**src/rtl/gcd_engine.sv**
```systemverilog
// Iterative subtractive-Euclid GCD unit with go/busy/done handshake, one subtraction per clock.
// Optional feature macro: GCD_CYCLE_COUNT_EN adds a saturating count of calc cycles on 'cycles'.
module gcd_engine #(
  parameter int WIDTH = 8
) (
  input  logic             clk,
  input  logic             clr_n,
  input  logic             go,
  input  logic [WIDTH-1:0] xin,
  input  logic [WIDTH-1:0] yin,
  output logic             busy,
  output logic             done,
  output logic [WIDTH-1:0] gcd,
  output logic [WIDTH-1:0] cycles
);

  typedef enum logic {
    IDLE = 1'b0,
    CALC = 1'b1
  } state_t;

  state_t           state_reg, state_next;
  logic [WIDTH-1:0] x_reg, x_next;
  logic [WIDTH-1:0] y_reg, y_next;
  logic [WIDTH-1:0] gcd_reg, gcd_next;
  logic             done_reg, done_next;
  logic             finish;

`ifdef GCD_CYCLE_COUNT_EN
  localparam logic [WIDTH-1:0] ALL_ONES = '1;

  logic [WIDTH-1:0] cnt_reg, cnt_next;
  logic [WIDTH-1:0] cycles_reg, cycles_next;
  logic [WIDTH-1:0] cnt_inc;

  // Saturating +1; the same value feeds both the counter and the reported total.
  assign cnt_inc = (cnt_reg == ALL_ONES) ? cnt_reg : cnt_reg + 1'b1;
`endif

  // A zero operand or equal operands both end the computation on this edge.
  assign finish = (x_reg == '0) || (y_reg == '0) || (x_reg == y_reg);

  always_ff @(posedge clk or negedge clr_n) begin
    if (!clr_n) begin
      state_reg  <= IDLE;
      x_reg      <= '0;
      y_reg      <= '0;
      gcd_reg    <= '0;
      done_reg   <= 1'b0;
`ifdef GCD_CYCLE_COUNT_EN
      cnt_reg    <= '0;
      cycles_reg <= '0;
`endif
    end else begin
      state_reg  <= state_next;
      x_reg      <= x_next;
      y_reg      <= y_next;
      gcd_reg    <= gcd_next;
      done_reg   <= done_next;
`ifdef GCD_CYCLE_COUNT_EN
      cnt_reg    <= cnt_next;
      cycles_reg <= cycles_next;
`endif
    end
  end

  always_comb begin
    state_next  = state_reg;
    x_next      = x_reg;
    y_next      = y_reg;
    gcd_next    = gcd_reg;
    done_next   = 1'b0;
`ifdef GCD_CYCLE_COUNT_EN
    cnt_next    = cnt_reg;
    cycles_next = cycles_reg;
`endif
    case (state_reg)
      IDLE: begin
        if (go) begin
          x_next     = xin;
          y_next     = yin;
          state_next = CALC;
`ifdef GCD_CYCLE_COUNT_EN
          cnt_next   = '0;
`endif
        end
      end
      CALC: begin
`ifdef GCD_CYCLE_COUNT_EN
        cnt_next = cnt_inc;
`endif
        if (finish) begin
          // x|y covers the zero-operand case and equals x when x==y.
          gcd_next   = x_reg | y_reg;
          done_next  = 1'b1;
          state_next = IDLE;
`ifdef GCD_CYCLE_COUNT_EN
          cycles_next = cnt_inc;
`endif
        end else if (x_reg > y_reg) begin
          x_next = x_reg - y_reg;
        end else begin
          y_next = y_reg - x_reg;
        end
      end
      default: state_next = IDLE;
    endcase
  end

  assign busy = (state_reg == CALC);
  assign done = done_reg;
  assign gcd  = gcd_reg;
`ifdef GCD_CYCLE_COUNT_EN
  assign cycles = cycles_reg;
`else
  assign cycles = '0;
`endif

endmodule
```
**config.mk**
```make
export PLATFORM = sky130hd
export DESIGN_NAME = gcd_engine
export DESIGN_NICKNAME = d
export VERILOG_FILES = /design/src/rtl/gcd_engine.sv
export SDC_FILE = /design/constraint.sdc
export NUM_CORES = 1
export LEC_CHECK = 0
export BUFFER_PORTS_ARGS = -buffer_cell sky130_fd_sc_hd__buf_4
export CORE_MARGIN = 8
export CORE_UTILIZATION = 57
export DETAILED_ROUTE_END_ITERATION = 12
export PLACE_DENSITY = 0.79
export SYNTH_ARGS = -nofsm -noshare
export SYNTH_HDL_FRONTEND = slang
export SYNTH_SLANG_ARGS = --single-unit
```
**constraint.sdc**
```tcl
create_clock -name clk -period 2.6 [get_ports clk]
set_clock_uncertainty 0.05 [all_clocks]
set_input_delay 0.52 -clock clk [delete_from_list [all_inputs] [get_ports clk]]
set_output_delay 0.52 -clock clk [all_outputs]
set_load 0.02 [all_outputs]
```
After elaboration in Yosys (flattened, before gate mapping):

Cells that the tools add are included.

* reductions and logical operators: 7
* multiplexer cells: 13
* order comparisons: 1
* bitwise logic cells: 2
* $add $sub $neg: 2
* equal/unequal tests: 5

Operators by type and width (count)
* 2-to-1 mux 8 bit: 6
* one-hot mux 8 bit (2 select lines): 2
* zero test 8 bit: 2
* subtractor 8 bit: 2
* == test 8 bit: 1
* greater-than comparator 8 bit: 1
* bitwise OR 8 bit: 1
* != test 2 bit (second input constant): 3
* AND reduction 3 bit: 2
* 2-to-1 mux 1 bit: 4
* logical OR 1 bit: 2
* != test 2 x 1 -> 1 bit (second input constant): 1
* one-hot mux 1 bit (2 select lines): 1
* AND reduction 2 bit: 1
* NOT 1 bit: 1

* output and inout bits: 18
* flip-flop bits (word level): 26
* input bits: 19

Depth between registers and ports, before layout:

Gate-level depths: netlist of the first run.

* word-level depth: 5
* mapped depth: 8
* gate-level depth less buffers: 8

Worst setup path before layout of the first run:

Ideal clock, no wire load.

* path type: flip-flop to flip-flop
* start: reg x_reg[4]
* end: reg x_reg[0]
* setup slack: 0.214 ns
* path buffers: 1
* cell stages (with the launch flop): 8
* arrival time: 2.211 ns
* cells stage by stage: dfrtp_1 -> inv_1 -> ha_1 -> buf_6 -> or4_4 -> o22ai_4 -> a2bb2oi_4 -> mux2_4

* cells in the longest elaborated chain, start to end: 5

RTL lines
* from (decl): line 23 `logic [WIDTH-1:0] x_reg, x_next;`
* from (signal assigned): line 56 `x_reg <= x_next;`
* parallel branches: the longest is 4 deep, another holds greater-than comparator 8 bit
* AND reduction 3 bit (no source line) *

Every way passes the cells marked *.
A chain may end at the register's enable or synchronous reset.

Worst setup path after layout of the first run:

* start: reg x_reg[6]
* end: reg y_reg[0]

* cells in the longest elaborated chain, start to end: 5

RTL lines
* parallel branches: the longest is 4 deep, another holds greater-than comparator 8 bit
* AND reduction 3 bit (no source line) *
* to (signal assigned): line 57 `y_reg <= y_next;`
* to (decl): line 24 `logic [WIDTH-1:0] y_reg, y_next;`

Marked as above.

==> results of run 1 <==
## cell usage after synthesis, types with 3 or more instances
cell type	instances	share of area
buf_6	3	0.015
ha_1	23	0.13
inv_1	35	0.059
dfrtp_1	26	0.29
mux2_4	8	0.054
o21ai_0	10	0.022
buf_4	8	0.027
nand2_1	12	0.020
nor2_1	10	0.017
xnor2_1	6	0.023
a21oi_1	10	0.022
nand3_1	4	0.0089
nor3b_1	3	0.010
nor4_1	5	0.014
mux2i_1	18	0.080
buf_2	3	0.0067
a211oi_1	4	0.013
o21bai_1	4	0.013
nor2b_1	4	0.011
## worst reg2reg max path, delay by kind of cell, from the launching register on
kind | cells | cell delay, ns
AO/OA/AOI/OAI | 3 | 0.73
buffers and inverters | 2 | 0.28
adder cells (fa/ha/maj) | 1 | 0.50
multiplexers | 1 | 0.30
AND/OR/NAND/NOR | 1 | 0.10
flip-flops | 1 | 0.39
## cell type report
type / count / area [µm²]
Multi-Input combinational cell: 159 / 1350
Fill cell: 323 / 1300
Sequential cell: 26 / 651
Timing Repair Buffer: 41 / 320
Inverter: 36 / 135
Tap cell: 50 / 62.6
Clock buffer: 3 / 41.3
Clock inverter: 1 / 30.0
## through the flow
step           hold WS (ns)  setup TNS, ns  instance area, µm²  cells
2_1_floorplan         0.174              0                2270    238
3_3_place_gp          0.401              0                2490    311
3_5_place_dp          0.403              0                2490    311
4_1_cts              0.0988              0                2560    315
5_1_grt               0.104        -0.0177                2590    316
6_report             0.0775              0                2590    316
## cell families after synthesis
| kind of cell | Yosys count |
|---|---|
| AOI/OAI and AO/OA | 43 |
| other | 1 |
| adders and majority gates | 25 |
| and+or+nand+nor | 51 |
| xor gates and xnor gates | 6 |
| DFF | 26 |
| muxes | 26 |
| buffers and inverters | 53 |
## timing repair
action                                  CTS  global route
buffers inserted                          0             1
gates resized for setup                   0             1
endpoints found under the setup margin    0             6
## routing by layer
| metal | up-vias | part of all wire | global-route usage |
|---|---|---|---|
| met5 | - | 0 | 0 |
| met2 | 67 | 0.50 | 0.293 |
| li1 | 833 | - | - |
| met3 | 7 | 0.066 | 0.0237 |
| met4 | 0 | 0.012 | 0.0519 |
| met1 | 814 | 0.42 | 0.225 |
## worst max-delay path by stage
stage / startpoint / end
2_1_floorplan: x_reg[4] / x_reg[0]
3_3_place_gp: x_reg[0] / x_reg[5]
3_5_place_dp: x_reg[0] / x_reg[5]
4_1_cts: x_reg[0] / x_reg[5]
5_1_grt: y_reg[3] / y_reg[5]
6_report: x_reg[6] / y_reg[0]
==> metrics.md, run 1 <==
| Metric | Value |
|---|---|
| Outcome | finished, final reports clean |
| Crit Reg-Reg Startpoint | x_reg[6] |
| CP Cell Sequence | inv_1, ha_1, nor2_1, a221oi_2, o22ai_4, o31ai_4, buf_4, mux2_4 |
| Yosys reg bits | 26 |
| Cell Area, Synth | 0.00224 mm² |
| Initial antenna violation count | 0 |
| Drt via density | 5.45 |
| Worst-Skew Late Latency | 0.28 ns |
| Num rows | 23 |
| Commonest non-fill, non-tap cell in the layout | buf_4 |
| Setup crit end kind | flop |
| DRC errors left | 0 |
| Gr usage total | 0.174 |
| Final worst slack | 0.130 ns |
| Mapped Avg Cell Area | 9.71 µm² |
| Post-synthesis xor/xnor area fraction | 0.0234 |
| R2R cell count | 8 |
| Cells after Synth | 231 |
| Reg2reg setup slack | 0.13 ns |
| Fin. max-slew vios | 0 |
| Area growth, synth to finish | 15.3% |
| Antenna-violating nets left | 0 |
| CORE AREA | 0.00388 mm² |
| Pre-CTS WS | 0.0698 ns |
| EDFF count, synth | 0 |
| Asr flop ratio synth | 1.00 |
| CP required | 2.72 ns |
| Multiplexer share of the synthesized area | 0.134 |
| Ant diodes | 0 |
| CTS root buf | clkbuf_8 |
| Clk sink count | 26 |
| Initial drt markers | 108 |
| CP Launch Type | flop |
| Post-DP HPWL | 4160 µm |
| Gp weighted congestion | 0.982 |
| Max Fanout on Critical Path | 10 |
| CP bufs+invs | 2 |
| Post-synth cell types | 45 |
| Clock Tree Buf Depth | 2 |
| First-pass GRT wire length | 8620 µm |
| # port buffers | 28 |
| Die Wd | 78.7 µm |
| Fin crit period | 2.47 ns |
| Main combinational cell family by area after synthesis | compound AO/OA/AOI/OAI gates |
| Max cap viols | 0 |
| Synth Flop Type | dfrtp_1 |
| Largest delay contributor family on the critical path | compound AO/OA/AOI/OAI gates |
| CTS tree | done |
| Critical path class | reg -> reg |
| CP Depth | 8 |
| Hold violation count in the final report | 0 |
| Synth Area in Simple Gates | 0.132 |
| CTS Buf Count | 3 |
| Initial Util | 0.577 |
| Ports | 37 |
| Height of the die | 78.7 µm |
| Most frequent cells in the layout | buf_4 (40), inv_1 (35), dfrtp_1 (26) |
| Worst Path Arrival | 2.59 ns |
| Total Nets Final | 311 |
| Final core utilization | 0.666 |
| DR pass1 iterations | 4 |
| Critical Path Max Stage Delay | 0.50 ns |
| Setup violators final | 0 |
| Global route overflow | 0 |
| Hold_buf cts | 0 |
| Routed WL per cell | 16.5 µm |
| Tcrit/Tclk final | 0.950 |
| Share of cells above drive strength 1 | 0.248 |
| Number of global-route vias before repair | 1763 |
| Slowest cell on crit path | ha_1 |
| Yosys warns | 0 |
| Largest net degree at the start of global routing | 27 |
| DR vias | 1721 |
| H-tree level count | 1 |
| Die area | 0.00620 mm² |
| FF-to-FF End | y_reg[0] |
| Synth Area in Compound Gates | 0.150 |
| Post-synthesis adder-cell area fraction | 0.146 |
| Fmax | 405 MHz |
| Worst slew margin | 0.642 |
| Hold WC Path Type | in -> async |
| Post-Route WL | 5210 µm |
| Worst-margin pin slew | 0.533 ns |
| Post-synthesis sequential area ratio | 0.290 |
| CTS clk-pin slew, worst paths | 0.10 ns |
Power of run 1 is not shown: default switching activity piles up to over one toggle a cycle in this logic, so the estimate is an artifact.
==> run 2, diff against run 1 <==
--- a/config.mk
+++ b/config.mk
@@ -5,8 +5,9 @@
 export SDC_FILE = /design/constraint.sdc
 export NUM_CORES = 1
 export LEC_CHECK = 0
+export ABC_AREA = 1
 export BUFFER_PORTS_ARGS = -buffer_cell sky130_fd_sc_hd__buf_4
-export CORE_MARGIN = 8
+export CORE_MARGIN = 1
 export CORE_UTILIZATION = 57
 export DETAILED_ROUTE_END_ITERATION = 12
 export PLACE_DENSITY = 0.79
==> run 2 against run 1 <==
Effect of this change:
- register-to-register slack improved by 0.27 ns
- wire length decreased by 6.4%
- sequential cell count stayed put
- hold slack got worse by 0.0049 ns
- core utilization increased by 1.2 points
- cell count rose by 25%
- critical path depth grew 5
- synthesized cell count rose by 39%
- clock-buffer cell count is the same
==> metrics.md, run 2 <==
| Metric | Value |
|---|---|
| Height of the die | 64.5 µm |
| DR pass1 iterations | 6 |
| Synth area leader | dfrtp_1 |
| Post-synthesis xor/xnor area fraction | 0.00394 |
| Worst slew margin | 0.594 |
| Hold_buf cts | 0 |
| Outcome | finished, final reports clean |
| Yosys reg bits | 26 |
| Ports | 37 |
| Most frequent cells in the layout | nand2_1 (135), inv_1 (36), buf_4 (29) |
| Post-synthesis adder-cell area fraction | 0.147 |
| H-tree level count | 1 |
| Total Nets Final | 392 |
| Largest net degree at the start of global routing | 27 |
| CTS tree | done |
| Cell mode on critical path | nand2_1 |
| DR vias | 1964 |
| Post-Route WL | 4880 µm |
| Hold violation count in the final report | 0 |
| Num rows | 22 |
| Reg2reg setup slack | 0.40 ns |
| CP Cell Sequence | inv_1, ha_1, fa_1, inv_1, nand2_1, nand2_1, nand3_1, nand2_1, nand3_1, inv_2, nor2_8, nand2_1, nand2_1 |
| Post-DP HPWL | 3900 µm |
| Antenna-violating nets left | 0 |
| Global route overflow | 0 |
| Critical path class | reg -> reg |
| Commonest non-fill, non-tap cell in the layout | nand2_1 |
| Worst-Skew Late Latency | 0.28 ns |
| Unrepaired setup endpoints after global routing | no |
| Ant diodes | 0 |
| Resized Gates After CTS | 0 |
| Main combinational cell family by area after synthesis | simple AND/OR/NAND/NOR gates |
| Post-synthesis sequential area ratio | 0.293 |
| Hold_ws | 0.0726 ns |
| Hold WC Path Type | in -> async |
| CORE AREA | 0.00369 mm² |
| Tcrit/Tclk final | 0.846 |
| Placed inst area | 0.00243 mm² |
| Gp weighted congestion | 0.931 |
| CTS clk-pin slew, worst paths | 0.10 ns |
| Cell Area, Synth | 0.00222 mm² |
| Clock Tree Buf Depth | 2 |
| CTS root buf | clkbuf_8 |
| Area share of the largest cell type after synthesis | 0.293 |
| Die area | 0.00415 mm² |
| Worst-margin pin slew | 0.608 ns |
| Die Wd | 64.5 µm |
| Final TNS setup | 0 ns |
| Setup crit end kind | flop |
| Critical Path Max Stage Delay | 0.43 ns |
| Fin. max-slew vios | 0 |
| Initial Util | 0.603 |
| Area growth, synth to finish | 12.5% |
| EDFF count, synth | 0 |
| Number of global-route vias before repair | 1792 |
| First-pass GRT wire length | 8420 µm |
| # port buffers | 28 |
| Asr flop ratio synth | 1.00 |
| Max cap viols | 0 |
| Mapped Avg Cell Area | 6.95 µm² |
| Share of cells above drive strength 1 | 0.150 |
| Routed WL per cell | 12.3 µm |
| Synth Area in Compound Gates | 0.0597 |
| Top cells by count, synth | nand2_1 (135), inv_1 (36), dfrtp_1 (26), nand3_1 (24), ha_1 (23) |
| CP Launch Type | flop |
| Post-synth cell types | 28 |
| CP required | 2.73 ns |
| Synth Flop Type | dfrtp_1 |
| Initial drt markers | 105 |
| Setup violators final | 0 |
| DRC errors left | 0 |
| Final core utilization | 0.678 |
| Fmax | 455 MHz |
| Top cells by area, synth | dfrtp_1 (29%), nand2_1 (23%), ha_1 (13%) |
| Gr usage total | 0.264 |
| Yosys warns | 0 |
| Worst Path Arrival | 2.33 ns |
| Slowest cell on crit path | dfrtp_1 |
| Max Fanout on Critical Path | 8 |
| Multiplexer share of the synthesized area | 0 |
| Post-CTS Setup Bufs | 0 |
| Fin crit period | 2.20 ns |
| Cells after Synth | 320 |
| CTS Buf Count | 3 |
| Final Cell Area | 0.00250 mm² |
| Initial antenna violation count | 0 |
| Synth Area in Simple Gates | 0.380 |
| Drt via density | 4.97 |
| Clk sink count | 26 |
| Most numerous cell in the Yosys netlist | nand2_1 |
## run 2: final timing paths
check                          from  endpoint  cells after the start
min reg2reg                  gcd[3]    gcd[3]                      2
max reg2reg                x_reg[0]  y_reg[6]                     13
max in group asynchronous     clr_n  x_reg[6]                      1
max                        x_reg[0]  y_reg[6]                     13
min                           clr_n  y_reg[0]                      1
min in group clk             gcd[3]    gcd[3]                      2
## run 2: logic make-up after synthesis
logic type / count (synthesis)
AOI/OAI and AO/OA: 23
xor gates and xnor gates: 1
adders and majority gates: 25
buffers and inverters: 55
DFF: 26
other: 1
and+or+nand+nor: 189
## run 2: worst max-delay path, delay by kind of cell (launching register included)
family                   cells  cell delay, ns
flip-flops                   1            0.43
adder cells (fa/ha/maj)      2            0.62
buffers and inverters        3            0.31
AND/OR/NAND/NOR              8            0.70
## run 2: cell type report
| cell class | instances | area, µm² |
|---|---|---|
| Inverter | 42 | 158 |
| Sequential cell | 26 | 651 |
| Fill cell | 343 | 1190 |
| Timing Repair Buffer | 29 | 218 |
| Tap cell | 48 | 60.1 |
| Clock buffer | 3 | 41.3 |
| Multi-Input combinational cell | 246 | 1350 |
| Clock inverter | 1 | 30.0 |
## run 2: per-stage QoR
stage / std cells / setup WS [ns]
after floorplan: 327 / 0.665
after global placement: 391 / 0.482
after detailed placement: 391 / 0.428
after CTS: 395 / 0.411
after global routing: 395 / 0.203
final: 395 / 0.401
## run 2: routing by layer
metal	GRT usage	up-vias	share of wire
met3	0.0440	5	0.052
met5	0	-	0
li1	-	1022	-
met4	0.0417	0	0.0066
met2	0.445	52	0.48
met1	0.362	885	0.47
Power of run 2 is left out for the same reason.
